$ cat src/rtl/DH_pkg.sv
// Shared types and board-level constants for the game control logic.
// Pure definitions; no clocked logic lives here.
package DH_pkg;

  typedef enum logic [2:0] {
    IDLE         = 3'd0,
    FIRE         = 3'd1,
    COOLDOWN     = 3'd2,
    DRY          = 3'd3,
    WAIT_RELEASE = 3'd4
  } trig_state_t;

  // 65 MHz board clock: 10 ms debounce, 250 ms re-fire cooldown.
  localparam int unsigned TRIG_DEBOUNCE_CYCLES   = 650_000;
  localparam int unsigned TRIG_COOLDOWN_CYCLES   = 16_250_000;
  localparam int unsigned TRIG_SHOT_PULSE_CYCLES = 4;

  localparam int unsigned TRIG_CTR_W = 8;

  function automatic logic [TRIG_CTR_W-1:0] sat_inc8(input logic [TRIG_CTR_W-1:0] v);
    return (v == {TRIG_CTR_W{1'b1}}) ? v : v + 1'b1;
  endfunction

endpackage

$ cat src/rtl/ctl_debounce.sv
// Two-flop synchroniser plus counter debounce for a mechanical button input.
// dout follows din after 2 sync cycles plus DEBOUNCE_CYCLES steady cycles; no backpressure.
module ctl_debounce
  import DH_pkg::*;
#(
  parameter int unsigned DEBOUNCE_CYCLES = TRIG_DEBOUNCE_CYCLES
) (
  input  logic clk,
  input  logic rst,
  input  logic din,
  output logic dout
);

  localparam int unsigned CW = $clog2(DEBOUNCE_CYCLES + 1);
  localparam logic [CW-1:0] CNT_LAST = CW'(DEBOUNCE_CYCLES - 1);

  logic          sync1_q;
  logic          sync2_q;
  logic          stable_q;
  logic          stable_d;
  logic [CW-1:0] cnt_q;
  logic [CW-1:0] cnt_d;

  // Any sample agreeing with the stable value restarts the qualification window.
  always_comb begin
    stable_d = stable_q;
    cnt_d    = '0;
    if (sync2_q != stable_q) begin
      if (cnt_q == CNT_LAST) begin
        stable_d = ~stable_q;
      end else begin
        cnt_d = cnt_q + 1'b1;
      end
    end
  end

  always_ff @(posedge clk) begin
    if (!rst) begin
      sync1_q  <= 1'b0;
      sync2_q  <= 1'b0;
      stable_q <= 1'b0;
      cnt_q    <= '0;
    end else begin
      sync1_q  <= din;
      sync2_q  <= sync1_q;
      stable_q <= stable_d;
      cnt_q    <= cnt_d;
    end
  end

  assign dout = stable_q;

endmodule

$ cat src/rtl/ctl_trigger.sv
// Trigger front-end: debounced press -> one shot pulse (or dry fire), cooldown, release-before-refire.
// shot_fired rises 3 + DEBOUNCE_CYCLES cycles after a clean press is first sampled; no backpressure.
module ctl_trigger
  import DH_pkg::*;
#(
  parameter int unsigned DEBOUNCE_CYCLES   = TRIG_DEBOUNCE_CYCLES,
  parameter int unsigned COOLDOWN_CYCLES   = TRIG_COOLDOWN_CYCLES,
  parameter int unsigned SHOT_PULSE_CYCLES = TRIG_SHOT_PULSE_CYCLES
) (
  input  logic       clk,
  input  logic       rst,
  input  logic       trigger_raw,
  input  logic       reset_score,
  input  logic       no_ammo,
  output logic       shot_fired,
  output logic       dry_fire,
  output logic       busy,
  output logic [7:0] fired_ctr
);

  localparam int unsigned TMR_MAX =
    (COOLDOWN_CYCLES > SHOT_PULSE_CYCLES) ? COOLDOWN_CYCLES : SHOT_PULSE_CYCLES;
  localparam int unsigned TW = $clog2(TMR_MAX + 1);
  localparam logic [TW-1:0] PULSE_LAST = TW'(SHOT_PULSE_CYCLES - 1);
  localparam logic [TW-1:0] COOL_LAST  = TW'(COOLDOWN_CYCLES - 1);

  logic                  stable;
  logic                  stable_prev_q;
  logic                  press_q;
  trig_state_t           state_q;
  logic [TW-1:0]         timer_q;
  logic                  shot_q;
  logic                  dry_q;
  logic                  busy_q;
  logic [TRIG_CTR_W-1:0] ctr_q;

  ctl_debounce #(
    .DEBOUNCE_CYCLES (DEBOUNCE_CYCLES)
  ) u_debounce (
    .clk  (clk),
    .rst  (rst),
    .din  (trigger_raw),
    .dout (stable)
  );

  // Registered rising-edge detect; the extra stage keeps every output a flop.
  always_ff @(posedge clk) begin
    if (!rst) begin
      stable_prev_q <= 1'b0;
      press_q       <= 1'b0;
    end else begin
      stable_prev_q <= stable;
      press_q       <= stable & ~stable_prev_q;
    end
  end

  always_ff @(posedge clk) begin
    if (!rst) begin
      state_q <= IDLE;
      timer_q <= '0;
      shot_q  <= 1'b0;
      dry_q   <= 1'b0;
      busy_q  <= 1'b0;
      ctr_q   <= '0;
    end else if (reset_score) begin
      // Parking in WAIT_RELEASE means a trigger held across a restart never fires.
      state_q <= WAIT_RELEASE;
      timer_q <= '0;
      shot_q  <= 1'b0;
      dry_q   <= 1'b0;
      busy_q  <= 1'b1;
      ctr_q   <= '0;
    end else begin
      dry_q <= 1'b0;
      unique case (state_q)
        IDLE: begin
          if (press_q) begin
            busy_q  <= 1'b1;
            timer_q <= '0;
            if (no_ammo) begin
              state_q <= DRY;
              dry_q   <= 1'b1;
            end else begin
              state_q <= FIRE;
              shot_q  <= 1'b1;
              ctr_q   <= sat_inc8(ctr_q);
            end
          end
        end
        FIRE: begin
          if (timer_q == PULSE_LAST) begin
            state_q <= COOLDOWN;
            shot_q  <= 1'b0;
            timer_q <= '0;
          end else begin
            timer_q <= timer_q + 1'b1;
          end
        end
        COOLDOWN: begin
          if (timer_q == COOL_LAST) begin
            state_q <= WAIT_RELEASE;
            timer_q <= '0;
          end else begin
            timer_q <= timer_q + 1'b1;
          end
        end
        DRY: begin
          state_q <= WAIT_RELEASE;
        end
        WAIT_RELEASE: begin
          if (!stable) begin
            state_q <= IDLE;
            busy_q  <= 1'b0;
          end
        end
        default: begin
          state_q <= IDLE;
          timer_q <= '0;
          shot_q  <= 1'b0;
          busy_q  <= 1'b0;
        end
      endcase
    end
  end

  assign shot_fired = shot_q;
  assign dry_fire   = dry_q;
  assign busy       = busy_q;
  assign fired_ctr  = ctr_q;

endmodule

$ cat config.mk
export PLATFORM = sky130hd
export DESIGN_NAME = ctl_trigger
export DESIGN_NICKNAME = d
export VERILOG_FILES = /design/src/rtl/DH_pkg.sv /design/src/rtl/ctl_debounce.sv /design/src/rtl/ctl_trigger.sv
export SDC_FILE = /design/constraint.sdc
export NUM_CORES = 1
export LEC_CHECK = 0
export BUFFER_PORTS_ARGS = -buffer_cell sky130_fd_sc_hd__buf_2
export CAP_MARGIN = 0
export CORE_MARGIN = 4
export CORE_UTILIZATION = 52
export CTS_BUF_LIST = sky130_fd_sc_hd__clkbuf_2 sky130_fd_sc_hd__clkbuf_4 sky130_fd_sc_hd__clkbuf_8
export DETAILED_ROUTE_END_ITERATION = 8
export PLACE_DENSITY = 0.7
export SYNTH_ARGS = -nofsm -noshare
export SYNTH_HDL_FRONTEND = slang
export SYNTH_SLANG_ARGS = --single-unit
$ cat constraint.sdc
create_clock -name clk -period 6.25 [get_ports clk]
set_input_delay 0.9375 -clock clk [delete_from_list [all_inputs] [get_ports clk]]
set_output_delay 0.9375 -clock clk [all_outputs]
set_load 0.01 [all_outputs]
# [Yosys cells after proc, flatten, opt, wreduce, memory -nomap -nowiden]
# Cells that the tools add are included.
[classes] addsub=3 eq_ne=19 muxes=20 bitwise=11 reduce_logical=14
[ops] cell="one-hot mux 24 bit (4 select lines)" count=1
[ops] cell="two-way mux 24 bit" count=3
[ops] cell="adder 24 x 1 -> 24 bit, second input constant" count=1
[ops] cell="== test 24 x 2 -> 1 bit, second input constant" count=1
[ops] cell="== test 24 bit, second input constant" count=1
[ops] cell="adder 20 x 1 -> 20 bit, second input constant" count=1
[ops] cell="== test 20 bit, second input constant" count=1
[ops] cell="AND reduction 4 bit" count=4
[ops] cell="two-way mux 3 bit" count=5
[ops] cell="one-hot mux 3 bit (5 select lines)" count=1
[ops] cell="!= test 3 bit, second input constant" count=4
[ops] cell="!= test 2 bit, second input constant" count=5
[ops] cell="inverter 1 bit" count=10
[ops] cell="OR reduction 3 bit" count=3
[ops] cell="adder 8 x 1 -> 8 bit, second input constant" count=1
[ops] cell="== test 8 bit, second input constant" count=1
[ops] cell="two-way mux 1 bit" count=7
[ops] cell="== test 3 x 2 -> 1 bit, second input constant" count=2
[ops] cell="one-hot mux 1 bit (3 select lines)" count=2
[ops] cell="AND reduction 2 bit" count=2
[ops] cell="OR reduction 2 bit" count=2
[ops] cell="OR reduction 4 bit" count=1
[ops] cell="== test 3 x 1 -> 1 bit, second input constant" count=1
[ops] cell="== test 3 bit, second input constant" count=1
[ops] cell="other kinds (6)" count=6
[totals] register_bits=63 inputBits=5 output_inout_bits=11 word_cells=80

# [Longest topological paths before layout]
# Gate-level depths: netlist of the first run.
[logic_depth] ltp_word=4 depth_mapped=8 depth_no_buf=6

# [Cells and area by module]
# Synthesis of the first run repeated with hierarchy kept, for this count alone.
[hier_totals] hier_cells=358 hier_area_um2=3114.2
[modules_own_cells] module="ctl_trigger" instances=1 cells_per_inst=245 area_each_um2=2092.0
[modules_own_cells] module="ctl_debounce" instances=1 cells_per_inst=113 area_each_um2=1022.2

# [Worst setup path after synthesis of the first run]
# OpenSTA, ideal clock, no wires.
[synth_timing] kind="input-to-reg" startpoint="in reset_score" endpoint="reg timer_q[4]" setup_time_ns=0.064 t_arrival_ns=1.914 slack_ns=4.272 stages=6 n_path_buf=1 path_cell_list="nor3b_1 inv_1 a311o_1 o221a_4 buf_6 nor2_1"
[synth_between] elab_chain_cells=1
[synth_rtl] item="from (decl)" line_no="ctl_trigger.sv:13" source="input logic reset_score,"
[synth_rtl] item="OR reduction 2 bit (no source line)"
[synth_rtl] item="to (signal assigned)" line_no="ctl_trigger.sv:96" source="timer_q <= timer_q + 1'b1;"
[synth_rtl] item="to (signal assigned)" line_no="ctl_trigger.sv:104" source="timer_q <= timer_q + 1'b1;"
[synth_rtl] item="to (decl)" line_no="ctl_trigger.sv:31" source="logic [TW-1:0] timer_q;"
# Every way passes these cells.
# A chain may end at the register's enable or synchronous reset.

# [Final worst setup path of the first run]
[layout_timing] startpoint="reg u_debounce.cnt_q[0]" endpoint="reg u_debounce.cnt_q[1]"
[layout_between] elab_chain_cells=2 word_cells_on_any_way=3
[layout_rtl] item="from (decl)" line_no="ctl_debounce.sv:21" source="logic [CW-1:0] cnt_q;"
[layout_rtl] item="from (signal assigned)" line_no="ctl_debounce.sv:47" source="cnt_q <= cnt_d;"
[layout_rtl] item="branches (longest 2 deep; another with adder 20 x 1 -> 20 bit)"
# Several ways; the timed one is not identified.

==> key figures, run 1 <==
Die
  • Die Width: 83.2 µm
  • Initial Util: 0.534
  • Core area: between 0.005 and 0.006 mm²
  • # rows: 27
  • I/O pins: 16
  • Die Footprint: 0.00692 mm²
  • Die height: approximately 83 µm

CTS
  • Post-CTS setup buffers: 0
  • CTS Sinks: 63
  • Root Driver: clkbuf_8
  • Clock Tree Buf Depth: 2
  • CTS resizes: 0
  • Hold buffer count at CTS: 0
  • Clk pin slew, worst setup/hold paths: about 0.070 ns
  • Later-pin clock latency in the skew report: between 0.3 and 0.4 ns
  • CTS H-tree lvls: 3
  • Num CTS Buffers: 9
  • TritonCTS clock tree: yes

Power
  • Static leakage: 1.14 nW
  • PwrDens: about 250 mW/mm²
  • Worst vdd ir: 0.140 mV
  • Power after layout: 0.800 mW

Hold path
  • Hold Crit Class: reg -> reg

Synthesis
  • Asr flop ratio synth: 0
  • Gate Count Post-Synth: 331
  • Warnings from Yosys: 0
  • Synth Flop Type: dfxtp_1
  • Distinct cell type count after synthesis: roughly 50
  • Mean Syn Cell Area: between 8 and 9 µm²
  • Flops & latches, synth: 63
  • Synthesized area: a little under 0.003 mm²
  • Post-synth EDFFs: 0
  • Register area share after synthesis: 0.429
  • Mapped Nets: between 300 and 400

Detailed routing
  • Routed vias/inst: between 5 and 6
  • Routed WL per cell: between 10 and 15 µm
  • Starting DRT DRC Count: 86
  • Post-route DRC: 0
  • DR vias: 2,232
  • DR pass1 iterations: 6
  • Total Routed Length: 5.26 mm
  • Post-DRT Antenna Nets: 0

Worst setup path
  • WP data required: ~6.5 ns
  • CP dominant cell by count: and3_1
  • Critical path launch point type: flop
  • Critical Path Source: u_debounce.cnt_q[0]$_SDFF_PP0_
  • Worst path slowest cell: nand3b_1
  • RR Startpoint: u_debounce.cnt_q[0]$_SDFF_PP0_
  • CP Max Fanout: 20
  • R2R Setup Slk: 4.00 ns
  • Delay of the slowest cell on the worst path: 0.62 ns
  • R2r endpoint: u_debounce.cnt_q[1]$_SDFF_PP0_
  • Critical path class: reg -> reg
  • Critical Path, Cell by Cell: ha_1 -> and3_1 -> and3_1 -> and4_1 -> nand3b_1 -> nor2_1
  • Arrival time worst endpoint: between 2 and 2.5 ns
  • Worst-case reg-to-reg path depth: 6
  • Critical path endpoint: u_debounce.cnt_q[1]$_SDFF_PP0_
  • Setup crit end kind: flop

Timing
  • RSZ-0062 raised after global routing: no
  • Slew headroom: 0.429
  • Pins Over Slew Limit: 0
  • Final hold viol count: 0
  • Final setup vio count: 0
  • Final clock period utilization by the worst path: 0.359
  • Slew at the pin closest to its max-slew limit: roughly 0.86 ns
  • Clk_skew: between 0.007 and 0.008 ns
  • Final TNS setup: 0 ns
  • Minimum clock period: 2.25 ns
  • Final Hold Slack: between 0.3 and 0.4 ns
  • Achievable frequency: between 400 and 500 MHz

Cells and area
  • Ant. Diodes: 0
  • Share of layout cells above drive strength 1: 0.123
  • Layout Nets: ~350
  • Final Non-Filler Cells: around 420
  • Final core utilization: 0.590
  • Layout area overhead: 10.6%

GRT
  • Pin count of the biggest net entering global routing: 25
  • Vias in the first global route: approximately 2,200
  • GRT Resource Usage Total: 0.164
  • Gr ovfl total: 0
  • Global-route wire length before repair: approximately 9.3 mm
  • Initial antenna violation count: 0

Placed design
  • Port-buffer cells: 15
  • GP Congestion: approximately 0.76
  • Dpl hpwl: about 3.6 mm
  • Cell total after placement: 405

Outcome
  • Status: finished, final reports clean

Job
  • Max_cap viols: 0
-- cell type report --
class,instances,area (µm²)
fill,495,2260
multi-input combinational,248,1580
sequential,63,1260
clock buffer,10,131
tap,72,90.1
clock inverter,6,85.1
timing repair buffer,15,75.1
inverter,7,26.3
-- cells in the final DEF (no fill, tap or decap), drive strengths merged, types with 3 or more instances in the layout --
cell / instances
mux2i: 4
clkbuf: 10
a31oi: 4
inv: 7
o21ai: 3
dfxtp: 63
nor2b: 4
nor4: 9
or3: 3
ha: 3
nor2: 66
nand3: 16
buf: 15
nand4: 14
and2: 3
and3: 12
nand2: 18
nor3: 6
xnor2: 25
and4: 7
a21oi: 3
or4: 4
xor2: 23
-- logic make-up after synthesis --
group,synth area share
simple gates,0.305
flops,0.429
xor+xnor,0.143
mux,0.0136
compound gates,0.0626
fa+ha+maj,0.0128
buf+inv,0.0332
-- synthesized netlist by cell type, types with 2 or more instances --
library cell	number	area share
nor2_1	65	0.083
dfxtp_1	63	0.43
xnor2_1	25	0.075
xor2_1	23	0.069
nand2_1	18	0.023
nand3_1	16	0.027
nand4_1	13	0.028
and3_1	11	0.023
clkbuf_1	8	0.010
nor4_1	8	0.017
inv_1	7	0.0089
and4_1	6	0.018
nor3_1	6	0.010
a31oi_1	4	0.0085
mux2i_1	4	0.014
nor2b_1	4	0.0085
and2_1	3	0.0064
ha_1	3	0.013
or4_4	3	0.011
a21boi_0	2	0.0051
a21oi_1	2	0.0034
buf_4	2	0.0051
buf_6	2	0.0077
nand3b_1	2	0.0051
nor3b_1	2	0.0051
nor4b_1	2	0.0060
o2111ai_1	2	0.0060
o211a_1	2	0.0068
o21ai_0	2	0.0034
or3_1	2	0.0043
-- metal layers --
metal / vias up / share of wire / wire length (µm) / GRT usage
li1: 1178 / - / - / -
met1: 1024 / 0.50 / 2630 / 0.199
met5: - / 0 / 0 / 0
met3: 7 / 0.030 / 160 / 0.0506
met2: 23 / 0.46 / 2400 / 0.266
met4: 0 / 0.015 / 81 / 0.0698
-- metrics by stage --
step | worst slack [ns] | area [µm²]
after floorplan | 4.27 | 2940
after global placement | 4.04 | 3030
after detailed placement | 4.00 | 3030
after CTS | 3.97 | 3250
after global routing | 3.82 | 3250
final | 4.00 | 3250
-- worst min-delay path by stage --
stage	from	to	slack [ns]	cells past startpoint
after CTS	stable_prev_q$_SDFF_PN0_	press_q$_SDFF_PN0_	0.40	1
after detailed placement	stable_prev_q$_SDFF_PN0_	press_q$_SDFF_PN0_	0.38	1
after floorplan	stable_prev_q$_SDFF_PN0_	press_q$_SDFF_PN0_	0.37	1
final	stable_prev_q$_SDFF_PN0_	press_q$_SDFF_PN0_	0.39	1
after global placement	stable_prev_q$_SDFF_PN0_	press_q$_SDFF_PN0_	0.38	1
after global routing	stable_prev_q$_SDFF_PN0_	press_q$_SDFF_PN0_	0.42	1
-- critical path, delay by kind of cell (launching register included) --
family,cells,cell delay (ns)
fa+ha+maj,1,0.22
flops,1,0.33
simple gates,5,1.60
-- power by group --
| group | internal [mW] | total [mW] | switching (mW) | leakage [nW] |
|---|---|---|---|---|
| combinational | 0.00417 | 0.0117 | 0.00754 | 0.527 |
| sequential | 0.403 | 0.404 | 0.00134 | 0.508 |
| clock | 0.227 | 0.384 | 0.157 | 0.106 |
-- state kept, by name, indices dropped and copies added, names as in the netlist, 3 cells and up --
signal,cells
state_q,3
u_debounce.cnt_q,20
fired_ctr,8
timer_q,24
No activity file was read; power rests on OpenSTA's default activity.
==> inputs of run 2 (changes only) <==
Settings changed: PLACE_DENSITY 0.7 to 0.72.
Clock period 6.25 ns to 2 ns, I/O delays scaled along.
==> key figures, run 2 (synthesized netlist as in run 1, its figures left out) <==
CTS
  • Clk pin slew, worst setup/hold paths: 0.07 ns (about the same)
  • Hold buffer count at CTS: 0 (unchanged)
  • Root Driver: clkbuf_8 (unchanged)
  • Clock Tree Buf Depth: 2 (unchanged)
  • Later-pin clock latency in the skew report: 0.34 ns (about the same)
  • CTS H-tree lvls: 3 (unchanged)
  • Num CTS Buffers: 9 (unchanged)
  • CTS Sinks: 63 (unchanged)
  • TritonCTS clock tree: yes (unchanged)

Timing
  • Slew at the pin closest to its max-slew limit: 0.528 ns (was 0.855 ns)
  • Final hold viol count: 0 (unchanged)
  • Minimum clock period: 1.97 ns (was 2.25 ns)
  • Achievable frequency: 507 MHz (was 445 MHz)
  • Pins Over Slew Limit: 0 (unchanged)
  • Slew headroom: 0.648 (was 0.429)
  • Clk_skew: 0.00914 ns (was 0.00788 ns)
  • Final clock period utilization by the worst path: 0.986 (was 0.359)
  • Worst setup margin: 0.0280 ns (was 4.00 ns)
  • Final setup vio count: 0 (unchanged)

Cells and area
  • Layout area overhead: 18.5% (was 10.6%)
  • Final core utilization: 0.632 (was 0.590)
  • Ant. Diodes: 0 (unchanged)
  • Final Non-Filler Cells: 447 (was 421)
  • Max reg flops: 24 (unchanged)
  • Commonest non-fill, non-tap cell in the layout: nor2_1 (unchanged)
  • Layout Nets: 379 (was 352)
  • Most frequent cells in the layout: nor2_1, dfxtp_1, xnor2_1, buf_4, xor2_1 (was nor2_1, dfxtp_1, xnor2_1)
  • Share of layout cells above drive strength 1: 0.211 (was 0.123)
  • Largest Register: timer_q (unchanged)

Hold path
  • Hold Crit Class: in -> reg (was reg -> reg)
  • HP Start: trigger_raw (was stable_prev_q$_SDFF_PN0_)

GRT
  • Gr ovfl total: 0 (unchanged)
  • Global-route wire length before repair: 10.5 mm (was 9.29 mm)
  • Vias in the first global route: 2,346 (was 2,151)
  • Pin count of the biggest net entering global routing: 21 (was 25)
  • GRT Resource Usage Total: 0.185 (was 0.164)
  • Initial antenna violation count: 0 (unchanged)

Power
  • PwrDens: 692 mW/mm² (was 246 mW/mm²)
  • Clock power share: 0.457 (was 0.480)
  • Static leakage: 1.29 nW (was 1.14 nW)
  • Sequential share of power: 0.525 (was 0.505)
  • Net Sw Frac: 0.208 (was 0.207)
  • Internal: 1.91 mW (was 0.634 mW)
  • NetSw: 0.502 mW (was 0.166 mW)
  • Combinational power share: 0.018 (was 0.015)
  • Worst vdd ir: 0.431 mV (was 0.140 mV)

Die
  • Core area: 0.00551 mm² (unchanged)
  • I/O pins: 16 (unchanged)
  • Initial Util: 0.534 (unchanged)
  • Die height: 83.2 µm (unchanged)
  • # rows: 27 (unchanged)
  • Die Footprint: 0.00692 mm² (unchanged)
  • Die Width: 83.2 µm (unchanged)

Worst setup path
  • Critical path launch point type: flop (unchanged)
  • WP data required: 2.26 ns (was 6.50 ns)
  • Arrival time worst endpoint: 2.23 ns (was 2.49 ns)
  • RR Startpoint: timer_q[6]$_SDFFE_PP0P_ (was u_debounce.cnt_q[0]$_SDFF_PP0_)
  • Setup crit end kind: flop (unchanged)
  • CP Max Fanout: 2 (was 20)
  • Critical Path Source: timer_q[6]$_SDFFE_PP0P_ (was u_debounce.cnt_q[0]$_SDFF_PP0_)
  • Critical path class: reg -> reg (unchanged)

Placed design
  • Dpl hpwl: 4.05 mm (was 3.63 mm)
  • GP Congestion: 0.900 (was 0.765)
  • Pre-CTS setup slack: -0.0409 ns (was 4.00 ns)
  • Cell total after placement: 431 (was 405)
  • Port-buffer cells: 15 (unchanged)

Detailed routing
  • Routed WL per cell: 13.3 µm (was 12.5 µm)
  • DR pass1 iterations: 6 (unchanged)
  • Starting DRT DRC Count: 68 (was 86)
  • Total Routed Length: 5.96 mm (was 5.26 mm)
  • Post-DRT Antenna Nets: 0 (unchanged)
  • DR vias: 2,410 (was 2,232)
  • Routed vias/inst: 5.39 (was 5.30)
  • Post-route DRC: 0 (unchanged)

Job
  • Max_cap viols: 0 (unchanged)

Outcome
  • Status: finished, final reports clean (unchanged)
run 2: cell count changes in the layout (fill, tap and decap cells not counted), sizes merged:
| cell | delta |
|---|---|
| buf | +26 |
| clkinv | +1 |
| bufinv | -1 |
| clkbuf | +1 |
| o221a | +1 |
| clkinvlp | -2 |
run 2: cell type report:
class	instances	area, µm²
Sequential cell	63	1270
Fill cell	450	2030
Inverter	7	26.3
Clock buffer	11	151
Timing Repair Buffer	41	283
Clock inverter	4	45.0
Multi-Input combinational cell	249	1620
Tap cell	72	90.1
run 2: critical path, stage by stage (launching register included):
cell and delay (ns):
dfxtp_1 0.31, or4_4 0.54, or4_4 0.45, or4_4 0.53, o31ai_2 0.07
run 2: per-stage QoR:
step | hold slack (ns) | instance area, µm² | TNS, ns | power (mW)
finish | 0.157 | 3480 | 0 | 2.41
global route | 0.134 | 3480 | -0.00209 | 2.51
CTS | 0.142 | 3460 | 0 | 2.44
detailed placement | 0.380 | 3240 | -0.501 | 1.33
global placement | 0.373 | 3240 | 0 | 1.33
floorplan | 0.367 | 2940 | 0 | 1.32
run 2: layer usage:
layer | up-vias | wire, µm | track usage
li1 | 1235 | - | -
met1 | 1129 | 2760 | 0.226
met2 | 34 | 2860 | 0.298
met3 | 12 | 206 | 0.0516
met4 | 0 | 135 | 0.0936
met5 | - | 0 | 0
run 2: timing repair:
| item | in CTS | in global routing |
|---|---|---|
| setup buffers | 0 | 0 |
| gates resized for setup | 1 | 10 |
| gates cloned | 1 | 0 |
| pin swaps | 1 | 1 |
| setup endpoints to repair | 24 | 26 |
run 2: power groups by stage:
stage	sequential, mW	clock, mW	combinational (mW)
after floorplan	1.29	0	0.0296
after global placement	1.29	0	0.0392
after detailed placement	1.29	0	0.0402
after CTS	1.26	1.13	0.0441
after global routing	1.26	1.20	0.0482
final	1.26	1.10	0.0438
run 2: final timing paths:
path	end	slack [ns]	depth (start not counted)
worst max-delay path	state_q[1]$_SDFFE_PP0P_	0.03	4
worst min-delay path	u_debounce.sync1_q$_SDFF_PN0_	0.16	2
worst max register to register	state_q[1]$_SDFFE_PP0P_	0.03	4
worst min register to register	press_q$_SDFF_PN0_	0.39	1
